**src/rtl/acc_pkg.sv**
```systemverilog
// Shared types for the accelerator Xmem arbiter: request payload, request
// type, arbiter index and FSM state encoding.
package acc_pkg;

  localparam int unsigned AccNumReq      = 2;
  localparam int unsigned AccIdFifoDepth = 4;

  // Index of one requester for the default configuration.
  typedef logic [$clog2(AccNumReq)-1:0] acc_idx_t;

  typedef enum logic {
    MEM_READ  = 1'b0,
    MEM_WRITE = 1'b1
  } mem_req_type_e;

  // Everything that travels with a request beat; muxed as one unit.
  typedef struct packed {
    logic [31:0]   laddr;
    logic [31:0]   wdata;
    logic [2:0]    width;
    mem_req_type_e req_type;
    logic          mode;
    logic          spec;
    logic          endoftransaction;
  } acc_req_t;

  typedef enum logic {
    ST_IDLE   = 1'b0,
    ST_LOCKED = 1'b1
  } arb_state_e;

endpackage

```
**src/rtl/acc_xmem_arbiter_if.sv**
```systemverilog
// Bundle of the accelerator-side request/response channels and the single
// core-side Xmem channel. "slave" is the arbiter's view, "master" is the
// view of the surrounding accelerators plus core.
interface acc_xmem_arbiter_if #(
  parameter int unsigned NumReq = acc_pkg::AccNumReq
);
  import acc_pkg::*;

  // Accelerator request channel
  logic [NumReq-1:0]             req_q_valid_i;
  logic [NumReq-1:0]             req_q_ready_o;
  logic [NumReq-1:0][31:0]       req_q_laddr_i;
  logic [NumReq-1:0][31:0]       req_q_wdata_i;
  logic [NumReq-1:0][2:0]        req_q_width_i;
  mem_req_type_e [NumReq-1:0]    req_q_req_type_i;
  logic [NumReq-1:0]             req_q_mode_i;
  logic [NumReq-1:0]             req_q_spec_i;
  logic [NumReq-1:0]             req_q_endoftransaction_i;

  // Accelerator response channel
  logic [NumReq-1:0]             req_p_valid_o;
  logic [NumReq-1:0]             req_p_ready_i;
  logic [31:0]                   req_p_rdata_o;
  logic [4:0]                    req_p_range_o;
  logic                          req_p_status_o;

  // Core request channel
  logic                          xmem_q_valid_o;
  logic                          xmem_q_ready_i;
  logic [31:0]                   xmem_q_laddr_o;
  logic [31:0]                   xmem_q_wdata_o;
  logic [2:0]                    xmem_q_width_o;
  mem_req_type_e                 xmem_q_req_type_o;
  logic                          xmem_q_mode_o;
  logic                          xmem_q_spec_o;
  logic                          xmem_q_endoftransaction_o;

  // Core response channel
  logic                          xmem_p_valid_i;
  logic                          xmem_p_ready_o;
  logic [31:0]                   xmem_p_rdata_i;
  logic [4:0]                    xmem_p_range_i;
  logic                          xmem_p_status_i;

  logic                          unexpected_rsp_o;

  modport slave (
    input  req_q_valid_i, req_q_laddr_i, req_q_wdata_i, req_q_width_i,
           req_q_req_type_i, req_q_mode_i, req_q_spec_i, req_q_endoftransaction_i,
           req_p_ready_i, xmem_q_ready_i,
           xmem_p_valid_i, xmem_p_rdata_i, xmem_p_range_i, xmem_p_status_i,
    output req_q_ready_o, req_p_valid_o, req_p_rdata_o, req_p_range_o, req_p_status_o,
           xmem_q_valid_o, xmem_q_laddr_o, xmem_q_wdata_o, xmem_q_width_o,
           xmem_q_req_type_o, xmem_q_mode_o, xmem_q_spec_o, xmem_q_endoftransaction_o,
           xmem_p_ready_o, unexpected_rsp_o
  );

  modport master (
    output req_q_valid_i, req_q_laddr_i, req_q_wdata_i, req_q_width_i,
           req_q_req_type_i, req_q_mode_i, req_q_spec_i, req_q_endoftransaction_i,
           req_p_ready_i, xmem_q_ready_i,
           xmem_p_valid_i, xmem_p_rdata_i, xmem_p_range_i, xmem_p_status_i,
    input  req_q_ready_o, req_p_valid_o, req_p_rdata_o, req_p_range_o, req_p_status_o,
           xmem_q_valid_o, xmem_q_laddr_o, xmem_q_wdata_o, xmem_q_width_o,
           xmem_q_req_type_o, xmem_q_mode_o, xmem_q_spec_o, xmem_q_endoftransaction_o,
           xmem_p_ready_o, unexpected_rsp_o
  );

endinterface

```
**src/rtl/acc_id_fifo.sv**
```systemverilog
// Small FIFO holding the requester index of every accepted request so that
// in-order responses can be routed back. Push is ignored when full and pop
// is ignored when empty; there is no full-state bypass.
module acc_id_fifo #(
  parameter int unsigned Depth = 4,
  parameter int unsigned Width = 1
) (
  input  logic             clk_i,
  input  logic             rst_ni,
  input  logic             push_i,
  input  logic [Width-1:0] data_i,
  input  logic             pop_i,
  output logic             full_o,
  output logic             empty_o,
  output logic [Width-1:0] head_o
);

  localparam int unsigned PtrW = $clog2(Depth);

  logic [Width-1:0] mem_q [Depth];
  logic [PtrW-1:0]  wr_ptr_q;
  logic [PtrW-1:0]  rd_ptr_q;
  logic [PtrW:0]    count_q;
  logic             push_ok_s;
  logic             pop_ok_s;

  assign full_o    = (count_q == (PtrW+1)'(Depth));
  assign empty_o   = (count_q == '0);
  assign push_ok_s = push_i & ~full_o;
  assign pop_ok_s  = pop_i & ~empty_o;
  assign head_o    = mem_q[rd_ptr_q];

  // Storage, wrapping pointers (Depth is a power of two) and occupancy count.
  always_ff @(posedge clk_i or negedge rst_ni) begin
    if (!rst_ni) begin
      for (int i = 0; i < int'(Depth); i++) begin
        mem_q[i] <= '0;
      end
      wr_ptr_q <= '0;
      rd_ptr_q <= '0;
      count_q  <= '0;
    end else begin
      if (push_ok_s) begin
        mem_q[wr_ptr_q] <= data_i;
        wr_ptr_q        <= wr_ptr_q + PtrW'(1);
      end
      if (pop_ok_s) begin
        rd_ptr_q <= rd_ptr_q + PtrW'(1);
      end
      case ({push_ok_s, pop_ok_s})
        2'b10:   count_q <= count_q + (PtrW+1)'(1);
        2'b01:   count_q <= count_q - (PtrW+1)'(1);
        default: count_q <= count_q;
      endcase
    end
  end

endmodule

```
**src/rtl/acc_xmem_arbiter.sv**
```systemverilog
// Shares the core's single Xmem channel between NumReq accelerators.
// Round-robin grant, grant locked across multi-beat transactions until the
// endoftransaction beat, grant frozen while a presented beat is stalled, and
// in-order response routing through an ID FIFO.
module acc_xmem_arbiter
  import acc_pkg::*;
#(
  parameter int unsigned NumReq      = AccNumReq,
  parameter int unsigned IdFifoDepth = AccIdFifoDepth
) (
  input logic               clk_i,
  input logic               rst_ni,
  acc_xmem_arbiter_if.slave bus
);

  localparam int unsigned IdxW = $clog2(NumReq);
  typedef logic [IdxW-1:0] idx_t;

  arb_state_e state_q, state_d;
  idx_t       rr_ptr_q, rr_ptr_d;
  idx_t       lock_id_q, lock_id_d;
  idx_t       g_q, g_d;
  logic       hold_q, hold_d;

  idx_t       grant_s;
  idx_t       head_s;
  acc_req_t   req_s [NumReq];
  acc_req_t   gnt_req_s;
  logic       fifo_full_s;
  logic       fifo_empty_s;
  logic       q_valid_s;
  logic       q_hs_s;
  logic       p_ready_s;
  logic       pop_s;

  // (base + off) mod NumReq for off < NumReq, valid for any NumReq.
  function automatic idx_t wrap_add(idx_t base, int unsigned off);
    int unsigned sum;
    sum = 32'(base) + off;
    sum = (sum >= NumReq) ? (sum - NumReq) : sum;
    return idx_t'(sum);
  endfunction

  // Gather each requester's payload into one struct for muxing.
  always_comb begin
    for (int i = 0; i < int'(NumReq); i++) begin
      req_s[i].laddr            = bus.req_q_laddr_i[i];
      req_s[i].wdata            = bus.req_q_wdata_i[i];
      req_s[i].width            = bus.req_q_width_i[i];
      req_s[i].req_type         = bus.req_q_req_type_i[i];
      req_s[i].mode             = bus.req_q_mode_i[i];
      req_s[i].spec             = bus.req_q_spec_i[i];
      req_s[i].endoftransaction = bus.req_q_endoftransaction_i[i];
    end
  end

  // Grant selection: lock owner, else frozen grant, else round-robin scan.
  // The scan runs backwards so the first valid requester from rr_ptr wins.
  always_comb begin
    grant_s = rr_ptr_q;
    if (state_q == ST_LOCKED) begin
      grant_s = lock_id_q;
    end else if (hold_q) begin
      grant_s = g_q;
    end else begin
      for (int k = int'(NumReq) - 1; k >= 0; k--) begin
        grant_s = bus.req_q_valid_i[wrap_add(rr_ptr_q, 32'(k))] ?
                  wrap_add(rr_ptr_q, 32'(k)) : grant_s;
      end
    end
  end

  assign gnt_req_s = req_s[grant_s];
  assign q_valid_s = bus.req_q_valid_i[grant_s] & ~fifo_full_s;
  assign q_hs_s    = q_valid_s & bus.xmem_q_ready_i;

  assign bus.xmem_q_valid_o            = q_valid_s;
  assign bus.xmem_q_laddr_o            = gnt_req_s.laddr;
  assign bus.xmem_q_wdata_o            = gnt_req_s.wdata;
  assign bus.xmem_q_width_o            = gnt_req_s.width;
  assign bus.xmem_q_req_type_o         = gnt_req_s.req_type;
  assign bus.xmem_q_mode_o             = gnt_req_s.mode;
  assign bus.xmem_q_spec_o             = gnt_req_s.spec;
  assign bus.xmem_q_endoftransaction_o = gnt_req_s.endoftransaction;

  // Only the granted requester may see ready.
  always_comb begin
    bus.req_q_ready_o          = '0;
    bus.req_q_ready_o[grant_s] = bus.xmem_q_ready_i & ~fifo_full_s;
  end

  // Response routing to the FIFO head; drain mode while nothing is pending.
  always_comb begin
    bus.req_p_valid_o         = '0;
    bus.req_p_valid_o[head_s] = bus.xmem_p_valid_i & ~fifo_empty_s;
    if (fifo_empty_s) begin
      p_ready_s = 1'b1;
    end else begin
      p_ready_s = bus.req_p_ready_i[head_s];
    end
  end

  assign pop_s                = bus.xmem_p_valid_i & p_ready_s & ~fifo_empty_s;
  assign bus.xmem_p_ready_o   = p_ready_s;
  assign bus.unexpected_rsp_o = bus.xmem_p_valid_i & fifo_empty_s;
  assign bus.req_p_rdata_o    = bus.xmem_p_rdata_i;
  assign bus.req_p_range_o    = bus.xmem_p_range_i;
  assign bus.req_p_status_o   = bus.xmem_p_status_i;

  // Next-state: lock/unlock and rr advance on handshake, freeze grant on stall.
  always_comb begin
    state_d   = state_q;
    rr_ptr_d  = rr_ptr_q;
    lock_id_d = lock_id_q;
    g_d       = g_q;
    hold_d    = hold_q;
    if (q_hs_s) begin
      hold_d = 1'b0;
      if (gnt_req_s.endoftransaction) begin
        state_d  = ST_IDLE;
        rr_ptr_d = wrap_add(grant_s, 32'd1);
      end else begin
        state_d   = ST_LOCKED;
        lock_id_d = grant_s;
      end
    end else if (q_valid_s) begin
      hold_d = 1'b1;
      g_d    = grant_s;
    end else begin
      hold_d = hold_q;
    end
  end

  // Arbiter state registers.
  always_ff @(posedge clk_i or negedge rst_ni) begin
    if (!rst_ni) begin
      state_q   <= ST_IDLE;
      rr_ptr_q  <= '0;
      lock_id_q <= '0;
      g_q       <= '0;
      hold_q    <= 1'b0;
    end else begin
      state_q   <= state_d;
      rr_ptr_q  <= rr_ptr_d;
      lock_id_q <= lock_id_d;
      g_q       <= g_d;
      hold_q    <= hold_d;
    end
  end

  acc_id_fifo #(
    .Depth (IdFifoDepth),
    .Width (IdxW)
  ) u_id_fifo (
    .clk_i   (clk_i),
    .rst_ni  (rst_ni),
    .push_i  (q_hs_s),
    .data_i  (grant_s),
    .pop_i   (pop_s),
    .full_o  (fifo_full_s),
    .empty_o (fifo_empty_s),
    .head_o  (head_s)
  );

endmodule

```
**src/flat_wrapper.sv**
```systemverilog
// flat-port wrapper written by rule: the top's interface ports become plain ports
module acc_xmem_arbiter_flat import acc_pkg::*;
#(
  parameter int unsigned NumReq      = AccNumReq,
  parameter int unsigned IdFifoDepth = AccIdFifoDepth
)
  (clk_i, rst_ni, bus_req_q_valid_i, bus_req_q_laddr_i, bus_req_q_wdata_i, bus_req_q_width_i, bus_req_q_req_type_i, bus_req_q_mode_i, bus_req_q_spec_i, bus_req_q_endoftransaction_i, bus_req_p_ready_i, bus_xmem_q_ready_i, bus_xmem_p_valid_i, bus_xmem_p_rdata_i, bus_xmem_p_range_i, bus_xmem_p_status_i, bus_req_q_ready_o, bus_req_p_valid_o, bus_req_p_rdata_o, bus_req_p_range_o, bus_req_p_status_o, bus_xmem_q_valid_o, bus_xmem_q_laddr_o, bus_xmem_q_wdata_o, bus_xmem_q_width_o, bus_xmem_q_req_type_o, bus_xmem_q_mode_o, bus_xmem_q_spec_o, bus_xmem_q_endoftransaction_o, bus_xmem_p_ready_o, bus_unexpected_rsp_o);
  acc_xmem_arbiter_if #(.NumReq(NumReq)) bus_i ();
  input logic clk_i;
  input logic rst_ni;
  input wire logic [$bits(bus_i.req_q_valid_i)-1:0] bus_req_q_valid_i;
  input wire logic [$bits(bus_i.req_q_laddr_i)-1:0] bus_req_q_laddr_i;
  input wire logic [$bits(bus_i.req_q_wdata_i)-1:0] bus_req_q_wdata_i;
  input wire logic [$bits(bus_i.req_q_width_i)-1:0] bus_req_q_width_i;
  input wire logic [$bits(bus_i.req_q_req_type_i)-1:0] bus_req_q_req_type_i;
  input wire logic [$bits(bus_i.req_q_mode_i)-1:0] bus_req_q_mode_i;
  input wire logic [$bits(bus_i.req_q_spec_i)-1:0] bus_req_q_spec_i;
  input wire logic [$bits(bus_i.req_q_endoftransaction_i)-1:0] bus_req_q_endoftransaction_i;
  input wire logic [$bits(bus_i.req_p_ready_i)-1:0] bus_req_p_ready_i;
  input wire logic [$bits(bus_i.xmem_q_ready_i)-1:0] bus_xmem_q_ready_i;
  input wire logic [$bits(bus_i.xmem_p_valid_i)-1:0] bus_xmem_p_valid_i;
  input wire logic [$bits(bus_i.xmem_p_rdata_i)-1:0] bus_xmem_p_rdata_i;
  input wire logic [$bits(bus_i.xmem_p_range_i)-1:0] bus_xmem_p_range_i;
  input wire logic [$bits(bus_i.xmem_p_status_i)-1:0] bus_xmem_p_status_i;
  output wire logic [$bits(bus_i.req_q_ready_o)-1:0] bus_req_q_ready_o;
  output wire logic [$bits(bus_i.req_p_valid_o)-1:0] bus_req_p_valid_o;
  output wire logic [$bits(bus_i.req_p_rdata_o)-1:0] bus_req_p_rdata_o;
  output wire logic [$bits(bus_i.req_p_range_o)-1:0] bus_req_p_range_o;
  output wire logic [$bits(bus_i.req_p_status_o)-1:0] bus_req_p_status_o;
  output wire logic [$bits(bus_i.xmem_q_valid_o)-1:0] bus_xmem_q_valid_o;
  output wire logic [$bits(bus_i.xmem_q_laddr_o)-1:0] bus_xmem_q_laddr_o;
  output wire logic [$bits(bus_i.xmem_q_wdata_o)-1:0] bus_xmem_q_wdata_o;
  output wire logic [$bits(bus_i.xmem_q_width_o)-1:0] bus_xmem_q_width_o;
  output wire logic [$bits(bus_i.xmem_q_req_type_o)-1:0] bus_xmem_q_req_type_o;
  output wire logic [$bits(bus_i.xmem_q_mode_o)-1:0] bus_xmem_q_mode_o;
  output wire logic [$bits(bus_i.xmem_q_spec_o)-1:0] bus_xmem_q_spec_o;
  output wire logic [$bits(bus_i.xmem_q_endoftransaction_o)-1:0] bus_xmem_q_endoftransaction_o;
  output wire logic [$bits(bus_i.xmem_p_ready_o)-1:0] bus_xmem_p_ready_o;
  output wire logic [$bits(bus_i.unexpected_rsp_o)-1:0] bus_unexpected_rsp_o;
  assign bus_i.req_q_valid_i = bus_req_q_valid_i;
  assign bus_i.req_q_laddr_i = bus_req_q_laddr_i;
  assign bus_i.req_q_wdata_i = bus_req_q_wdata_i;
  assign bus_i.req_q_width_i = bus_req_q_width_i;
  assign bus_i.req_q_req_type_i = bus_req_q_req_type_i;
  assign bus_i.req_q_mode_i = bus_req_q_mode_i;
  assign bus_i.req_q_spec_i = bus_req_q_spec_i;
  assign bus_i.req_q_endoftransaction_i = bus_req_q_endoftransaction_i;
  assign bus_i.req_p_ready_i = bus_req_p_ready_i;
  assign bus_i.xmem_q_ready_i = bus_xmem_q_ready_i;
  assign bus_i.xmem_p_valid_i = bus_xmem_p_valid_i;
  assign bus_i.xmem_p_rdata_i = bus_xmem_p_rdata_i;
  assign bus_i.xmem_p_range_i = bus_xmem_p_range_i;
  assign bus_i.xmem_p_status_i = bus_xmem_p_status_i;
  assign bus_req_q_ready_o = bus_i.req_q_ready_o;
  assign bus_req_p_valid_o = bus_i.req_p_valid_o;
  assign bus_req_p_rdata_o = bus_i.req_p_rdata_o;
  assign bus_req_p_range_o = bus_i.req_p_range_o;
  assign bus_req_p_status_o = bus_i.req_p_status_o;
  assign bus_xmem_q_valid_o = bus_i.xmem_q_valid_o;
  assign bus_xmem_q_laddr_o = bus_i.xmem_q_laddr_o;
  assign bus_xmem_q_wdata_o = bus_i.xmem_q_wdata_o;
  assign bus_xmem_q_width_o = bus_i.xmem_q_width_o;
  assign bus_xmem_q_req_type_o = bus_i.xmem_q_req_type_o;
  assign bus_xmem_q_mode_o = bus_i.xmem_q_mode_o;
  assign bus_xmem_q_spec_o = bus_i.xmem_q_spec_o;
  assign bus_xmem_q_endoftransaction_o = bus_i.xmem_q_endoftransaction_o;
  assign bus_xmem_p_ready_o = bus_i.xmem_p_ready_o;
  assign bus_unexpected_rsp_o = bus_i.unexpected_rsp_o;
  acc_xmem_arbiter #(.NumReq(NumReq), .IdFifoDepth(IdFifoDepth)) u_core (.clk_i(clk_i), .rst_ni(rst_ni), .bus(bus_i));
endmodule
```
**config.mk**
```make
export PLATFORM = sky130hd
export DESIGN_NAME = acc_xmem_arbiter_flat
export DESIGN_NICKNAME = d
export VERILOG_FILES = /design/src/rtl/acc_pkg.sv /design/src/rtl/acc_xmem_arbiter_if.sv /design/src/rtl/acc_id_fifo.sv /design/src/rtl/acc_xmem_arbiter.sv /design/src/flat_wrapper.sv
export SDC_FILE = /design/constraint.sdc
export NUM_CORES = 1
export LEC_CHECK = 0
export ABC_AREA = 0
export BUFFER_PORTS_ARGS = -buffer_cell sky130_fd_sc_hd__buf_4
export CAP_MARGIN = 25
export CORE_AREA = 3 3 117 119
export CTS_BUF_LIST = sky130_fd_sc_hd__clkbuf_4
export CTS_CLUSTER_DIAMETER = 150
export CTS_CLUSTER_SIZE = 20
export DETAILED_ROUTE_END_ITERATION = 7
export DIE_AREA = 0 0 120 122
export PLACE_DENSITY_LB_ADDON = 0.08
export REMOVE_ABC_BUFFERS = 1
export SLEW_MARGIN = 10
export SYNTH_ARGS = -nofsm -noshare
export SYNTH_HDL_FRONTEND = slang
export SYNTH_SLANG_ARGS = --single-unit
export TNS_END_PERCENT = 20
```
**constraint.sdc**
```tcl
create_clock -name clk_i -period 6.04 [get_ports clk_i]
set_input_delay 0 -clock clk_i [delete_from_list [all_inputs] [get_ports clk_i]]
set_output_delay 0 -clock clk_i [all_outputs]
set_load 0.05 [all_outputs]
```
After elaboration in Yosys (flattened, before gate mapping)
Index checks and enable logic that the tools add are counted.
- bits in registers: 16
- input bits: 188
- output and inout port bits: 116
- $add $sub $neg: 9
- order comparisons: 13
- equal/unequal tests: 3
- mux-type cells: 33
- bitwise logic cells: 18
- reduce and logical (&&, ||, !) cells: 9
- operator list (kind ; count):
    71-bit two-way mux ; 3
    1-bit two-way mux ; 24
    1-bit bitwise AND ; 9
    1-bit by 2-bit less-than comparator with 1-bit output (second input constant) ; 4
    2-bit >= comparator (second input constant) ; 3
    3-bit >= comparator (second input constant) ; 2
    2-bit NOT with 3-bit output ; 2
    3-bit one-hot mux with 2 select lines ; 1
    2-bit AND reduction ; 3
    1-bit by 1-bit adder with 2-bit output (second input constant) ; 2
    2-bit by 1-bit adder with 2-bit output (second input constant) ; 2
    2-bit bitwise AND ; 2
    4-bit bitwise mux ; 1
    1-bit NOT ; 4
    2-bit nonzero test ; 2
    3-bit by 1-bit adder with 3-bit output (second input constant) ; 1
    3-bit equality test (second input constant) ; 1
    1-bit logical AND ; 3
    3-bit zero test ; 1
    3-bit by 1-bit less-than comparator with 1-bit output (second input constant) ; 1
    1-bit subtractor (second input constant) ; 3
    3-bit by 1-bit subtractor with 3-bit output (second input constant) ; 1
    1-bit binary-select mux with 2-bit select ; 1
    1-bit demux with 1-bit select ; 2
    other kinds (6) ; 7

Logic depth before layout (Yosys ltp)
- depth after elaboration: 16
- mapped depth: 10
- gate-level depth less buffers: 10

Hierarchy
A second synthesis with hierarchy kept.
- cell total of the unflattened synthesis: 222
- area total of the unflattened synthesis: 2441.1 um^2
- modules (own cells, without submodules) (module ; instances ; cells each ; area an instance (um^2)):
    acc_xmem_arbiter ; 1 ; 168 ; 1835.5
    acc_id_fifo ; 1 ; 54 ; 605.6

Worst setup path after synthesis
Ideal clock, no wire load.
- path kind: reg2reg
- from: reg u_core.u_id_fifo.count_q[0]
- to: reg u_core.u_id_fifo.count_q[2]
- setup time: 79 ps
- arrival: 2102 ps
- required time: 5961 ps
- path slack: 3858 ps
- cell stages (with the launch flop): 11
- path buffers: 0
- cells stage by stage: dfrtp_1 or3b_4 nand3_1 a21oi_1 nor2_1 ha_1 inv_1 fa_1 xor2_1 nor2_1 xor2_1
- cells in the longest elaborated chain, start to end: 7
- ends and longest elaborated chain (item ; line ; text):
    from (decl) ; acc_id_fifo.sv:23 ; logic [PtrW:0] count_q;
    from (signal assigned) ; acc_id_fifo.sv:51 ; 2'b10: count_q <= count_q + (PtrW+1)'(1);
    from (signal assigned) ; acc_id_fifo.sv:52 ; 2'b01: count_q <= count_q - (PtrW+1)'(1);
    from (signal assigned) ; acc_id_fifo.sv:53 ; default: count_q <= count_q;
    3-bit zero test or 3-bit equality test (tied branches) ; acc_id_fifo.sv:28, acc_id_fifo.sv:27 ;
    1-bit two-way mux or 1-bit NOT (tied branches) ; acc_xmem_arbiter.sv:96, acc_id_fifo.sv:29, acc_xmem_arbiter.sv:74 ;
    1-bit bitwise AND, on equally long branches ; acc_xmem_arbiter.sv:103, acc_xmem_arbiter.sv:74 ;
    1-bit bitwise AND, on equally long branches ; acc_xmem_arbiter.sv:103, acc_xmem_arbiter.sv:75 ;
    1-bit bitwise AND, on equally long branches ; acc_id_fifo.sv:30, acc_id_fifo.sv:29 ;
    2-bit by 1-bit equality test with 1-bit output or 2-bit equality test (tied branches) ; acc_id_fifo.sv:50 ; case ({push_ok_s, pop_ok_s})
    3-bit one-hot mux with 2 select lines or 2-bit nonzero test (tied branches) ; n/a ;
Parallel ways exist; a longest one is shown, timed or not.
A chain may end at the register's enable or synchronous reset.

Worst setup path in the final report
- from: reg u_core.state_q
- to: out bus_xmem_q_wdata_o[5]
- cells in the longest elaborated chain, start to end: 5
- ends and longest elaborated chain (item ; line ; text):
    from (decl) ; acc_xmem_arbiter.sv:19 ; arb_state_e state_q, state_d;
    from (signal assigned) ; acc_xmem_arbiter.sv:143 ; state_q <= state_d;
    1-bit two-way mux ; acc_xmem_arbiter.sv:61 ; if (state_q == ST_LOCKED) begin
    1-bit NOT with 2-bit output (implied by the code) ; acc_xmem_arbiter.sv:73 ; assign gnt_req_s = req_s[grant_s];
    71-bit two-way mux (implied by the code) (3 in a row) ; acc_xmem_arbiter.sv:73 ;
    to (decl) ; flat_wrapper.sv:32 ; output wire logic [$bits(bus_i.xmem_q_wdata_o)-1:0] bus_xmem_q_wdata_o;
Every way passes these cells. The select of a mux whose other input is x is not followed.

==> results.yml <==
pwr:
  p_per_area_nw_per_um2: 587
  p_int_w: 0.00104
  vdd_drop_max_v: 0.000315
  swShare: 0.573
  p_comb_frac: 0.892
  power.leakage_nw: 2.16
  power.share.sequential: 0.083
  power.switching_w: 0.00140
  pwr-share-clk: 0.025
timing:
  fmax_ghz: 0.397
  rsz0062_at_grt: "no"
  slew-limit-headroom: 0.423
  min_period_ps: 2520
  fin_skew_ps: 5.57
  finalSetupTns_ps: 0
  hold_slack_ps: 0.488
  setup_viol: 0
  slew_violations: 0
  timing.final.hold_violations: 0
  finalCritPeriodShare: 0.417
  worst_pin_slew_ps: 865
clocking:
  clk_latency_ps: 290
  cts_tree: "built"
  h-tree-depth: 1
  clockBufferDepth: 2
  cts_root_buf: "clkbuf_4"
  clock_sinks: 16
  clkSlewWorstSetupHoldPaths_ps: 110
  cts_buffers: 3
critical_path:
  slowest_stage: "nand2_8"
  critPathRequiredTime_ps: 6040
  cp_max_fo: 80
  critPathCaptureType: "output pin"
  worstPathCellList: "or2b_1 > o21a_2 > nand2_8 > mux2_4 > buf_4"
  crit_path_start_kind: "flop"
  arrival_ps: 2520
  critPathKind: "flop to output pin"
  cp_slowest_stage_delay_ps: 560
synthesis:
  netlist_top_cells_area: "mux2_4 (40%), dfrtp_1 (15%), buf_4 (11%)"
  ys_warn_count: 0
  yosysTopAreaCell: "mux2_4"
  synth_cells: 238
  syn_area_um2: 2650
  yosys.area.top_type_share: 0.402
  ys_seq_elements: 16
  synthArstFlopShare: 1.00
  synth_edf_count: 0
  ys.flop_type: "dfrtp_1"
  ys_types: 45
  synth_area_per_cell_um2: 11.2
  yosysSeqAreaShare: 0.151
global_routing:
  overflow: 0
  busiest_layer: "met2"
  gr-usage-met1: 0.156
  grt_max_degree: 81
  grtUsageTotal: 0.145
  use_met2: 0.242
  grt_pass1_wl_um: 16100
  grt_antenna_before_repair: 0
  use_met3: 0.0970
  first_global_vias: 2490
finish:
  layout_common_cells: "buf_4 (227), mux2_4 (71), dfrtp_1 (16)"
  fin_cells: 595
  syn_to_final_growth_pct: 56.9
  nNetsFinal: 618
  drive_above_1_share: 0.733
  final_common_cell: "buf_4"
  num_antenna_cells: 0
floorplanning:
  die_h_um: 122
  placementRows: 41
  pin_count: 304
  start_util: 0.209
  die_area_um2: 14600
  die_w_um: 120
  core_area_um2: 12700
drt:
  avgRoutedWirePerCell_um: 19.8
  ant_nets: 0
  post-route-drc-count: 0
  viasPerCell: 4.31
  drtIter0Drc: 114
  wirelength_um: 11800
  dr.pass1.iters: 4
  routed-via-count: 2562
run_status:
  status: "finished clean"
worst_hold_path:
  hp-class: "primary input to output pin"
flow_run:
  maxCapViolations: 0
placement:
  dpl.hpwl_um: 9940
  gp_congestion: 0.848
  place_inst: 589
  io_buffers: 227
[worst paths after layout]
path / start / endpoint / slack [ps] / depth (start not counted)
worst max-delay path: u_core.state_q$_DFFE_PN0N_ / bus_xmem_q_wdata_o[5] / 3520 / 5
worst min-delay path: bus_xmem_p_rdata_i[14] / bus_req_p_rdata_o[14] / 0.5 / 0
worst max register to register: u_core.u_id_fifo.count_q[0]$_DFFE_PN0P_ / u_core.u_id_fifo.count_q[2]$_DFFE_PN0P_ / 3630 / 10
worst min register to register: u_core.u_id_fifo.count_q[2]$_DFFE_PN0P_ / u_core.u_id_fifo.count_q[2]$_DFFE_PN0P_ / 510 / 1
max in group asynchronous: rst_ni / u_core.u_id_fifo.mem_q[3]$_DFFE_PN0P_ / 5730 / 2
min in group asynchronous: rst_ni / u_core.hold_q$_DFFE_PN0P_ / 110 / 2
[area by class of cell]
cell class,instances,area (um2)
flip-flops and latches,16,400
repair buffers,229,1720
clock buffers,3,22.5
well taps,172,215
inverters,6,22.5
multi-input cells,168,1780
fillers,1312,8510
clock inverters,1,3.75
[synth_stat cells (2+ instances only)]
library cell,n
a21oi_1,8
buf_6,2
buf_4,39
o2bb2ai_1,5
o31ai_1,2
nand3_1,3
mux2i_1,9
o21ai_0,4
nor3b_1,2
nand2_1,13
nand4_1,3
inv_1,6
o211ai_1,3
ha_1,5
mux2_4,71
nor2_1,12
dfrtp_1,16
xor2_1,2
buf_12,7
[power by group through the flow]
stage	Clock, W	Sequential (W)	Combinational, W
2_1_floorplan	0	0.000192	0.00165
3_3_place_gp	0	0.000205	0.00222
3_5_place_dp	0	0.000204	0.00220
4_1_cts	0.0000661	0.000202	0.00221
5_1_grt	0.0000710	0.000212	0.00228
6_report	0.0000609	0.000202	0.00218
[per-stage QoR]
| step | power (W) | util | instance area (um2) | setup slack [ps] |
|---|---|---|---|---|
| finish | 0.00244 | 0.329 | 4160 | 3520 |
| detailed placement | 0.00241 | 0.325 | 4120 | 3630 |
| global route | 0.00256 | 0.329 | 4160 | 3410 |
| global placement | 0.00242 | 0.325 | 4120 | 3710 |
| floorplan | 0.00184 | - | 2200 | 3860 |
| CTS | 0.00248 | 0.329 | 4160 | 3520 |
[cells by family (layout without fill, tap and decap cells)]
group,Yosys count,in the layout,synth area share
AOI/OAI and AO/OA,35,35,0.104
buffers and inverters,54,239,0.180
DFF,16,16,0.151
adders and majority gates,6,6,0.0311
and+or+nand+nor,44,44,0.0886
xor gates and xnor gates,3,3,0.00990
muxes,80,80,0.436
[worst max-delay path: cells and delay by family, from the launching register on]
family / cells / cell delay [ps]
multiplexers: 1 / 350
AND/OR/NAND/NOR: 2 / 830
AO/OA/AOI/OAI: 1 / 280
flip-flops: 1 / 430
buffers and inverters: 1 / 190
[sequential cells by signal, summed over array words and instances (netlist names)]
signal	flops
u_core.u_id_fifo.count_q	3
u_core.g_q	1
u_core.u_id_fifo.wr_ptr_q	2
u_core.u_id_fifo.rd_ptr_q	2
u_core.hold_q	1
u_core.u_id_fifo.mem_q	4
u_core.rr_ptr_q	1
u_core.state_q	1
u_core.lock_id_q	1
[per-layer routing]
metal / wire (um) / share of wire / up-vias
met1: 4240 / 0.36 / 1189
met3: 1800 / 0.15 / 4
met2: 5660 / 0.48 / 164
met4: 29 / 0.0025 / 2
met5: 46 / 0.0039 / -
li1: - / - / 1203
[what timing repair did]
item / in CTS / in global routing
gates resized for setup: 0 / 0
endpoints found under the hold margin: 18 / 0
setup buffers: 0 / 0
hold buffers: 2 / 0
Power figures use the tool's default switching activity.
